### src/rtl/lm_sm_sequencer_pkg.sv
// Shared ISA definitions for the LM/SM multi-register load/store sequencer.
// Holds the opcode encodings and the sequencer state encoding.
package lm_sm_sequencer_pkg;

  localparam logic [3:0] OPC_LM = 4'b0110;
  localparam logic [3:0] OPC_SM = 4'b0111;

  typedef enum logic {
    S_IDLE  = 1'b0,
    S_ISSUE = 1'b1
  } state_t;

endpackage

### src/rtl/lm_sm_sequencer_prio_enc8.sv
// Lowest-set-bit encoder for an 8-bit register mask.
// one_hot_single flags that exactly one bit remains set.
module prio_enc8 (
  input  logic [7:0] mask,
  output logic [2:0] idx,
  output logic       one_hot_single
);

  // Scan from the top so the lowest set bit is the one left standing.
  always_comb begin
    idx = 3'd0;
    for (int i = 7; i >= 0; i--) begin
      if (mask[i]) idx = 3'(i);
    end
  end

  assign one_hot_single = (mask != 8'd0) && ((mask & (mask - 8'd1)) == 8'd0);

endmodule

### src/rtl/lm_sm_sequencer.sv
// Expands an LM/SM instruction into one memory micro-op per set mask bit,
// lowest register first, at consecutive addresses from the RA base.
module lm_sm_sequencer
  import lm_sm_sequencer_pkg::*;
#(
  parameter logic [15:0] ADDR_STEP = 16'd1
) (
  input  logic        clk,
  input  logic        reset,
  input  logic        flush,
  input  logic        instr_valid,
  input  logic [15:0] instr,
  input  logic [15:0] ra_data,
  output logic        instr_accept,
  output logic        busy,
  output logic        uop_valid,
  input  logic        uop_ready,
  output logic        uop_is_store,
  output logic [2:0]  uop_reg,
  output logic [15:0] uop_addr,
  output logic        uop_last,
  output logic        done
);

  state_t      state, state_n;
  logic [7:0]  mask_r, mask_n;
  logic [3:0]  count_r, count_n;
  logic [15:0] base_r, base_n;
  logic        store_r, store_n;
  logic        done_r, done_n;

  logic [3:0]  opcode;
  logic        is_lmsm;
  logic [2:0]  low_idx;
  logic        single_left;
  logic        instr_unused;

  function automatic logic [15:0] uop_offset(input logic [3:0] cnt);
    return 16'(cnt) * ADDR_STEP;
  endfunction

  assign opcode       = instr[15:12];
  assign is_lmsm      = (opcode == OPC_LM) || (opcode == OPC_SM);
  // RA is resolved upstream into ra_data; the field itself is not needed here.
  assign instr_unused = ^instr[11:8];

  prio_enc8 u_prio_enc8 (
    .mask           (mask_r),
    .idx            (low_idx),
    .one_hot_single (single_left)
  );

  assign instr_accept = (state == S_IDLE) && instr_valid && is_lmsm && !flush;
  assign busy         = (state == S_ISSUE);
  assign uop_valid    = (state == S_ISSUE);
  assign uop_is_store = store_r;
  assign uop_reg      = low_idx;
  assign uop_addr     = base_r + uop_offset(count_r);
  assign uop_last     = single_left;
  assign done         = done_r;

  always_ff @(posedge clk or posedge reset) begin
    if (reset) begin
      state   <= S_IDLE;
      mask_r  <= 8'd0;
      count_r <= 4'd0;
      base_r  <= 16'd0;
      store_r <= 1'b0;
      done_r  <= 1'b0;
    end else begin
      state   <= state_n;
      mask_r  <= mask_n;
      count_r <= count_n;
      base_r  <= base_n;
      store_r <= store_n;
      done_r  <= done_n;
    end
  end

  // Flush wins over both a new accept and an in-flight transfer.
  always_comb begin
    state_n = state;
    mask_n  = mask_r;
    count_n = count_r;
    base_n  = base_r;
    store_n = store_r;
    done_n  = 1'b0;
    if (flush) begin
      state_n = S_IDLE;
      mask_n  = 8'd0;
      count_n = 4'd0;
    end else if (instr_accept) begin
      if (instr[7:0] != 8'd0) begin
        state_n = S_ISSUE;
        mask_n  = instr[7:0];
        count_n = 4'd0;
        base_n  = ra_data;
        store_n = (opcode == OPC_SM);
      end else begin
        done_n  = 1'b1;
      end
    end else if ((state == S_ISSUE) && uop_ready) begin
      mask_n  = mask_r & (mask_r - 8'd1);
      count_n = count_r + 4'd1;
      if (single_left) begin
        state_n = S_IDLE;
        done_n  = 1'b1;
      end
    end
  end

endmodule
### config.mk
export PLATFORM = sky130hd
export DESIGN_NAME = lm_sm_sequencer
export DESIGN_NICKNAME = d
export VERILOG_FILES = /design/src/rtl/lm_sm_sequencer_pkg.sv /design/src/rtl/lm_sm_sequencer_prio_enc8.sv /design/src/rtl/lm_sm_sequencer.sv
export SDC_FILE = /design/constraint.sdc
export NUM_CORES = 1
export LEC_CHECK = 0
export BUFFER_PORTS_ARGS = -buffer_cell sky130_fd_sc_hd__buf_2
export CAP_MARGIN = 20
export CORE_UTILIZATION = 40
export CTS_BUF_LIST = sky130_fd_sc_hd__clkbuf_8
export CTS_CLUSTER_DIAMETER = 60
export DETAILED_ROUTE_END_ITERATION = 8
export GPL_TIMING_DRIVEN = 0
export PLACE_DENSITY = 0.66
export SYNTH_ARGS = -nofsm -noshare
export SYNTH_HDL_FRONTEND = slang
export SYNTH_SLANG_ARGS = --single-unit
### constraint.sdc
create_clock -name clk -period 3.3 [get_ports clk]
set_input_delay 0.33 -clock clk [delete_from_list [all_inputs] [get_ports clk]]
set_output_delay 0.33 -clock clk [all_outputs]
set_load 0.01 [all_outputs]
==> results of run 1 <==
==> critical path, stage by stage, from the launching register on <==
cell and delay, ns:
dfrtp_1 0.42, ha_1 0.21, inv_1 0.06, fa_1 0.39, nor2b_1 0.14, o21a_1 0.14, or2_1 0.22, and4_1 0.23
xor2_1 0.13, buf_2 0.14
==> registers in the layout, indices dropped and copies added, names as in the netlist <==
register,count
uop_is_store,1
count_r,4
mask_r,8
busy,1
done,1
base_r,16
==> power by group <==
| group | leakage (nW) | internal [mW] | switching (mW) |
|---|---|---|---|
| registers | 0.403 | 0.433 | 0.0466 |
| clock network | 0.0557 | 0.187 | 0.140 |
| logic | 0.709 | 0.131 | 0.128 |
==> cell usage in the layout, fill, tap and decap left out, types with 2 or more instances in the layout <==
cell type	n
clkbuf_1	3
a211oi_1	2
o21a_1	3
and3_1	4
nand3_1	5
dfrtp_1	31
nor2_1	10
mux2_1	14
nand2b_1	3
inv_1	10
a21o_1	2
and2_1	2
nor3_1	2
nor4_1	2
a22o_1	2
a32oi_1	4
a21oi_1	6
o21ai_1	8
xnor2_1	11
xor2_1	5
o21bai_1	2
o21ai_0	2
ha_1	5
buf_2	59
clkbuf_8	7
nand4_1	2
nand2_1	21
==> per-stage QoR <==
step	area (um^2)	power (mW)	cells	worst slack [ns]
2_1_floorplan	1830	0.636	182	1.14
5_1_grt	2310	1.13	300	0.391
3_5_place_dp	2210	0.748	292	0.919
6_report	2310	1.06	300	0.593
3_3_place_gp	2180	0.736	291	0.927
4_1_cts	2310	1.08	300	0.594
==> cells by family after synthesis <==
| kind of cell | share of synthesized area (%) |
|---|---|
| compound gates | 14.3 |
| xor+xnor | 7.65 |
| fa+ha+maj | 5.05 |
| buf+inv | 3.62 |
| flops | 42.3 |
| mux | 9.22 |
| simple gates | 17.8 |
==> layout make-up <==
cell class / instances / area share, %
clock buffer: 7 / 4.17
timing repair buffer: 58 / 13.5
clock inverter: 1 / 0.163
buffer: 6 / 1.25
inverter: 10 / 1.63
multi-input combinational: 135 / 42.8
sequential: 31 / 33.6
tap: 52 / 2.82
==> routing by layer <==
layer	track usage (%)	vias to the layer above	wire [um]
met5	0	-	0
met4	4.67	0	32
met3	3.34	4	141
met2	30.5	30	1980
met1	23.2	701	1860
li1	-	774	-
==> worst paths after layout <==
check | endpoint | slack [ns] | cells past startpoint
min | mask_r[4] | 0.1 | 2
min reg2reg | base_r[3] | 0.50 | 1
max in group asynchronous | base_r[12] | 2.71 | 3
max | uop_addr[14] | 0.59 | 9
max reg2reg | base_r[7] | 1.07 | 6
min in group clk | base_r[5] | 0.26 | 2
==> results.toml, run 1 <==
[outcome]
status = "complete, no violations"

[setup_path]
rr_startpoint = "busy"
path_class = "flop to primary output"
worstPathRequired_ns = 2.97
startpoint_type = "flop"
cp-end-kind = "primary output"
crit_fanout = 5
cp.arrival_ns = 2.38
cp-startpoint = "count_r[0]"

[clock_network]
clk_pin_slew_worst_paths_ns = 0.07
post_cts_buffers = 0
clk_latency_ns = 0.28
htreeDepth = 2
post_cts_resized = 0
cts_num_sinks = 31
numCtsBuffers = 5
cts_root_buf = "clkbuf_8"
hold_buffers = 0
cts_tree = "yes"
clockBufferDepth = 2

[logic_synthesis]
synthArstFlopShare_pct = 100
synth_seq_cells = 31
synth_top_area_share_pct = 42.3
synth_warnings = 0
netlist_instances = 182
synth.distinct_cells = 46
syn_nets = 225
synth_common_cells = "31 x dfrtp_1, 21 x nand2_1, 14 x mux2_1"
syn-cell-area_mm2 = 0.00183
synth.most_common_cell = "dfrtp_1"
synthTopCellsByArea = "dfrtp_1 42%, mux2_1 8.6%, xnor2_1 5.3%"
yosysSeqAreaShare_pct = 42.3
synth_edf_count = 0
synthFlopType = "dfrtp_1"
synth_top_area_cell = "dfrtp_1"
synth.avg_cell_area_um2 = 10.1

[sta]
hold_viol = 0
min_period_ns = 2.71
worst_hold_slack_ns = 0.0962
setup-violations-final = 0
final_max_slew_viol_count = 0
period_share_pct = 82.0
fmax_ghz = 0.369
clock-skew-final_ns = 0.00325
max_slew_margin_pct = 62.2
rsz0062_at_grt = "false"
setup_tns_ns = 0
tightest_slew_ns = 0.567

[finish]
area_growth_pct = 26.1
nets = 290
num_antenna_cells = 0
drive_gt1_share_pct = 31.0
multi_input_area_um2 = 990
final_core_util_pct = 52.7
seq_area_um2 = 776
fillers = 426

[global_route]
grt_max_degree = 21
grt_pass1_wl_mm = 6.93
antenna_found_initial = 0
grt_usage_pct = 17.8
grt_overflow_total = 0
grt_pass1_vias = 1532

[drt]
drc = 0
drtIter0Drc = 56
firstDrtPassIters = 4
wirelength_mm = 4.02
wl_per_cell_um = 13.4
drtAntennaViolNets = 0
vias_per_cell = 5.03
vias = 1509

[floorplanning]
rows = 24
start_util_pct = 41.8
core_area_mm2 = 0.00438
die_x_um = 69.7
dieHeight_um = 69.7
ioPinCount = 62
die-area_mm2 = 0.00485

[hold_path]
hp-class = "input port to asynchronous set/reset pin"

[placement]
dp_hpwl_mm = 3.13
io_buffers = 57
place_congestion = 0.889

[power_and_ir_drop]
vdd.ir_drop.worst_v = 0.000323
power_leakage_nw = 1.17
powerDensity_mw_per_mm2 = 461

[job]
max_cap_violations = 0
Power figures use the tool's default switching activity.
==> run 2, diff against run 1 <==
Settings changed: PLACE_DENSITY 0.66 to 0.68.
Clock period 3.3 ns to 2.35 ns, I/O delays scaled along.
==> run 2 against run 1 <==
  * Combinational power is 43% higher
  * Core utilization rose by 1.5 points
  * Wire length up 0.40%
  * Clock power is 31% higher
  * Setup slack worse by 0.57 ns
  * Largest power group unchanged
  * Clock-buffer cell count down 1
  * Hold slack improved by 0.061 ns
  * Critical endpoint unchanged
==> results.toml, run 2 (synthesis results as in run 1) <==
[clock_network]
clk_latency_ns = 0.29
clk_pin_slew_worst_paths_ns = 0.07
htreeDepth = 2
cts_tree = "yes"
clockBufferDepth = 2
cts_num_sinks = 31
numCtsBuffers = 5
cts_root_buf = "clkbuf_8"

[drt]
vias_per_cell = 5.14
drtAntennaViolNets = 0
drc = 0
wl_per_cell_um = 13.2
drtIter0Drc = 67
wirelength_mm = 4.04
vias = 1569
firstDrtPassIters = 4

[power_and_ir_drop]
power.internal_mw = 1.03
p_clk_share_pct = 29.1
switchingPower_mw = 0.442
powerDensity_mw_per_mm2 = 619
p_total_mw = 1.47
vdd.ir_drop.worst_v = 0.000391
seq_power_share_pct = 45.7
p_sw_share_pct = 30.1
power_leakage_nw = 1.19
comb_power_share_pct = 25.1

[finish]
area_growth_pct = 29.7
fin_area_mm2 = 0.00238
top_register = "base_r"
final_common_cell = "buf_2"
seq_area_um2 = 777
multi_input_area_mm2 = 0.00102
nets = 296
drive_gt1_share_pct = 36.0
largest_reg_flops = 16
final_cell_mix = "59 x buf_2, 30 x dfrtp_1, 21 x nand2_1"
fillers = 398
top_regs = "base_r: 16 flops, mask_r: 8 flops, count_r: 4 flops"
num_antenna_cells = 0

[floorplanning]
start_util_pct = 41.8
ioPinCount = 62
die-area_mm2 = 0.00485
dieHeight_um = 69.7
rows = 24
die_x_um = 69.7
core_area_mm2 = 0.00438

[setup_path]
cp_num_buf_inv = 2
cp-end-kind = "primary output"
cpMaxStageDelayCell = "dfrtp_1"
path_class = "flop to primary output"
worstPathRequired_ns = 2.12
path_cells = "ha_2 -> inv_2 -> fa_2 -> nor2b_1 -> o21a_1 -> or2_4 -> and4_1 -> xor2_1 -> buf_2"
startpoint_type = "flop"
cp_top_family = "adder cells"
crit_fanout = 5
cp.arrival_ns = 2.09
slowest_delay_ns = 0.35

[sta]
clock-skew-final_ns = 0.00686
period_share_pct = 98.9
setup-violations-final = 0
final_max_slew_viol_count = 0
worst_hold_slack_ns = 0.157
setup_slack_ns = 0.0255
max_slew_margin_pct = 66.7
rsz0062_at_grt = "true"
fmax_ghz = 0.430
tightest_slew_ns = 0.500
setup_tns_ns = 0
min_period_ns = 2.32
hold_viol = 0

[placement]
placed_area_mm2 = 0.00221
io_buffers = 57
dp_slack_ns = 0.0546
dp_hpwl_mm = 3.05
place_congestion = 0.842

[global_route]
grt_pass1_vias = 1524
grt_max_degree = 22
grt_overflow_total = 0
antenna_found_initial = 0
grt_usage_pct = 18.7
grt_pass1_wl_mm = 7.09

[job]
max_cap_violations = 0

[hold_path]
hp-class = "input port to flop"

[outcome]
status = "complete, no violations"
## run 2: area by class of cell
cell class / instances / share of cell area [%]
multi-input cells: 135 / 42.8
clock buffers: 6 / 3.48
clock inverters: 1 / 0.211
inverters: 10 / 1.58
plain buffers: 5 / 1.05
well taps: 52 / 2.74
flip-flops and latches: 31 / 32.7
repair buffers: 65 / 15.5
## run 2: worst paths after layout
path | from | to | slack (ns) | cells past startpoint
max | base_r[0] | uop_addr[14] | 0.03 | 9
min | instr[3] | mask_r[3] | 0.16 | 3
max reg2reg | busy | base_r[9] | 0.30 | 6
min reg2reg | base_r[3] | base_r[3] | 0.50 | 1
max in group asynchronous | reset | mask_r[2] | 1.35 | 4
min in group asynchronous | reset | base_r[11] | 0.51 | 3
## run 2: power groups by stage
stage,Combinational (mW),Sequential [mW],Clock (mW)
3_3_place_gp,0.353,0.678,0
4_1_cts,0.374,0.673,0.441
3_5_place_dp,0.364,0.681,0
6_report,0.370,0.672,0.428
2_1_floorplan,0.226,0.668,0
5_1_grt,0.411,0.687,0.457
## run 2: what timing repair did
| item | CTS | global route |
|---|---|---|
| gates resized for setup | 6 | 2 |
| hold endpoints to repair | 10 | 0 |
| endpoints found under the setup margin | 7 | 19 |
| hold buffers | 1 | 0 |
| setup buffers | 3 | 3 |
| pin swaps | 3 | 3 |
## run 2: worst register-to-register path: stages (launching register included)
cell and delay, ns:
dfrtp_1 0.47, nand2b_1 0.25, nor3_4 0.23, and2_1 0.15, clkbuf_1 0.16, buf_2 0.32, mux2_1 0.36
## run 2: per-stage QoR
step / std cells / utilization, %
floorplan: 182 / -
global placement: 291 / 49.8
detailed placement: 292 / 50.4
CTS: 303 / 53.7
global route: 305 / 54.2
finish: 305 / 54.2
## run 2: metal layers
metal,up-vias,share of wire [%],global-route usage (%)
li1,793,-,-
met3,11,3.8,4.51
met1,731,47,24.7
met4,0,2.4,8.22
met5,-,0,0
met2,34,47,29.3
==> run 3, diff against run 2 <==
Settings changed: CORE_UTILIZATION 40 to 47, PLACE_DENSITY 0.68 to 0.78, RECOVER_POWER set to 25.
==> run 3 against run 2 <==
  * Final cell count decreased by 0.66%
  * First-iteration DRC count up 1.5%
  * Critical path depth stayed put
  * Core utilization is 9.6 points higher
  * Register-to-register slack hardly changed
  * Non-clock buffer count grew 1
  * Global-route usage grew 2.2 points
  * Via count is 2.9% higher
  * Hold slack got worse by 0.14 ns
  * Critical path type unchanged
==> results.toml, run 3 (synthesis results as in run 1) <==
[sta]
fmax_ghz = 0.427
tightest_slew_ns = 0.797
hold_viol = 0
setup-violations-final = 0
final_max_slew_viol_count = 0
worst_hold_slack_ns = 0.0193
clock-skew-final_ns = 0.00314
rsz0062_at_grt = "true"
min_period_ns = 2.34
period_share_pct = 99.7
max_slew_margin_pct = 46.9

[power_and_ir_drop]
switchingPower_mw = 0.436
comb_power_share_pct = 25.9
vdd.ir_drop.worst_v = 0.000402
power_leakage_nw = 1.19
p_total_mw = 1.43
p_clk_share_pct = 26.9
seq_power_share_pct = 47.2
power.internal_mw = 0.993
powerDensity_mw_per_mm2 = 607
p_sw_share_pct = 30.5

[floorplanning]
dieHeight_um = 64.4
ioPinCount = 62
core_area_mm2 = 0.00369
die-area_mm2 = 0.00415
start_util_pct = 49.7
rows = 22
die_x_um = 64.4

[placement]
dp_hpwl_mm = 3.05
dp_cells = 288
io_buffers = 57
place_congestion = 0.860

[finish]
num_antenna_cells = 0
instances_no_fill = 303
drive_gt1_share_pct = 36.1
final_cell_mix = "59 x buf_2, 31 x dfrtp_1, 21 x nand2_1"
area_growth_pct = 28.4
top_register = "base_r"
largest_reg_flops = 16
fillers = 316
top_regs = "base_r: 16 flops, mask_r: 8 flops, count_r: 4 flops"
final_common_cell = "buf_2"
nets = 297

[drt]
drc = 0
drtAntennaViolNets = 0
vias_per_cell = 5.33
wirelength_mm = 4.12
firstDrtPassIters = 4
vias = 1614
drtIter0Drc = 68
wl_per_cell_um = 13.6

[setup_path]
worst-r2r-cell-count = 6
startpoint_type = "flop"
path_class = "flop to primary output"
rr_startpoint = "busy"
reg2reg_to = "base_r[15]"
crit_fanout = 5
cp.arrival_ns = 2.11
worstSetupEndpoint = "uop_addr[14]"
r2r_slack_ns = 0.29
worstPathRequired_ns = 2.12
cp-startpoint = "count_r[0]"
cp-end-kind = "primary output"

[global_route]
antenna_found_initial = 0
grt_max_degree = 18
grt_usage_pct = 20.9
grt_pass1_wl_mm = 6.42
grt_pass1_vias = 1396
grt_overflow_total = 0

[hold_path]
hp-class = "input port to asynchronous set/reset pin"

[clock_network]
hold_buffers = 0
cts_num_sinks = 31
numCtsBuffers = 5
clk_latency_ns = 0.28
clk_pin_slew_worst_paths_ns = 0.06
cts_root_buf = "clkbuf_8"
clockBufferDepth = 2
cts_tree = "yes"
htreeDepth = 2

[outcome]
status = "complete, no violations"

[job]
max_cap_violations = 0
## run 3: cell types whose count changed in the layout (fill, tap and decap cells not counted), sizes merged
| cell | change |
|---|---|
| inv | +2 |
| buf | +1 |
| dlygate4sd3 | -1 |
## run 3: stage by stage
step | utilization, % | worst slack [ns] | setup TNS, ns | cell area, um^2
after floorplan | - | 0.285 | 0 | 1830
after global placement | 59.0 | 0.105 | 0 | 2180
after detailed placement | 59.8 | 0.0710 | 0 | 2200
after CTS | 63.2 | -0.00620 | -0.00620 | 2330
after global routing | 63.8 | -0.0895 | -0.345 | 2350
final | 63.8 | 0.00778 | 0 | 2350
## run 3: worst min-delay path by stage
| stage | from | end | slack, ns | depth (start not counted) |
|---|---|---|---|---|
| floorplan | flush | busy | 0.30 | 1 |
| global placement | ra_data[10] | base_r[10] | 0.45 | 3 |
| detailed placement | reset | done | 0.39 | 2 |
| CTS | reset | base_r[6] | 0.08 | 2 |
| global route | reset | uop_is_store | 0.08 | 2 |
| finish | reset | uop_is_store | 0.02 | 2 |
## run 3: final cells by class
class / instances / area, um^2 / share of cell area [%]
tap: 48 / 60.1 / 2.55
multi-input combinational: 135 / 1020 / 43.5
inverter: 10 / 37.5 / 1.60
sequential: 31 / 776 / 33.0
clock buffer: 5 / 68.8 / 2.93
buffer: 5 / 25.0 / 1.06
clock inverter: 3 / 12.5 / 0.532
timing repair buffer: 66 / 349 / 14.8
## run 3: worst max-delay path, cell delays in order, from the launching register on
cell	delay (ns)
dfrtp_1	0.36
ha_2	0.19
inv_2	0.04
fa_2	0.34
nor2b_2	0.12
o21a_1	0.15
or2_4	0.15
and4_1	0.19
xor2_1	0.14
buf_2	0.14
## run 3: power groups by stage
stage | clock network (mW) | logic, mW | registers (mW)
finish | 0.384 | 0.370 | 0.675
global route | 0.433 | 0.406 | 0.686
CTS | 0.398 | 0.373 | 0.674
detailed placement | 0 | 0.366 | 0.682
global placement | 0 | 0.352 | 0.677
floorplan | 0 | 0.226 | 0.668
## run 3: routing by layer
layer / GRT usage [%] / vias up / wire [um]
li1: - / 789 / -
met1: 27.8 / 763 / 1900
met4: 8.33 / 0 / 88
met3: 5.81 / 9 / 194
met2: 32.2 / 53 / 1930
met5: 0 / - / 0
## run 3: timing repair
item,in CTS,in global routing
resized for setup,6,3
endpoints found under the setup margin,7,8
pin swaps,4,6
setup buffers,3,5
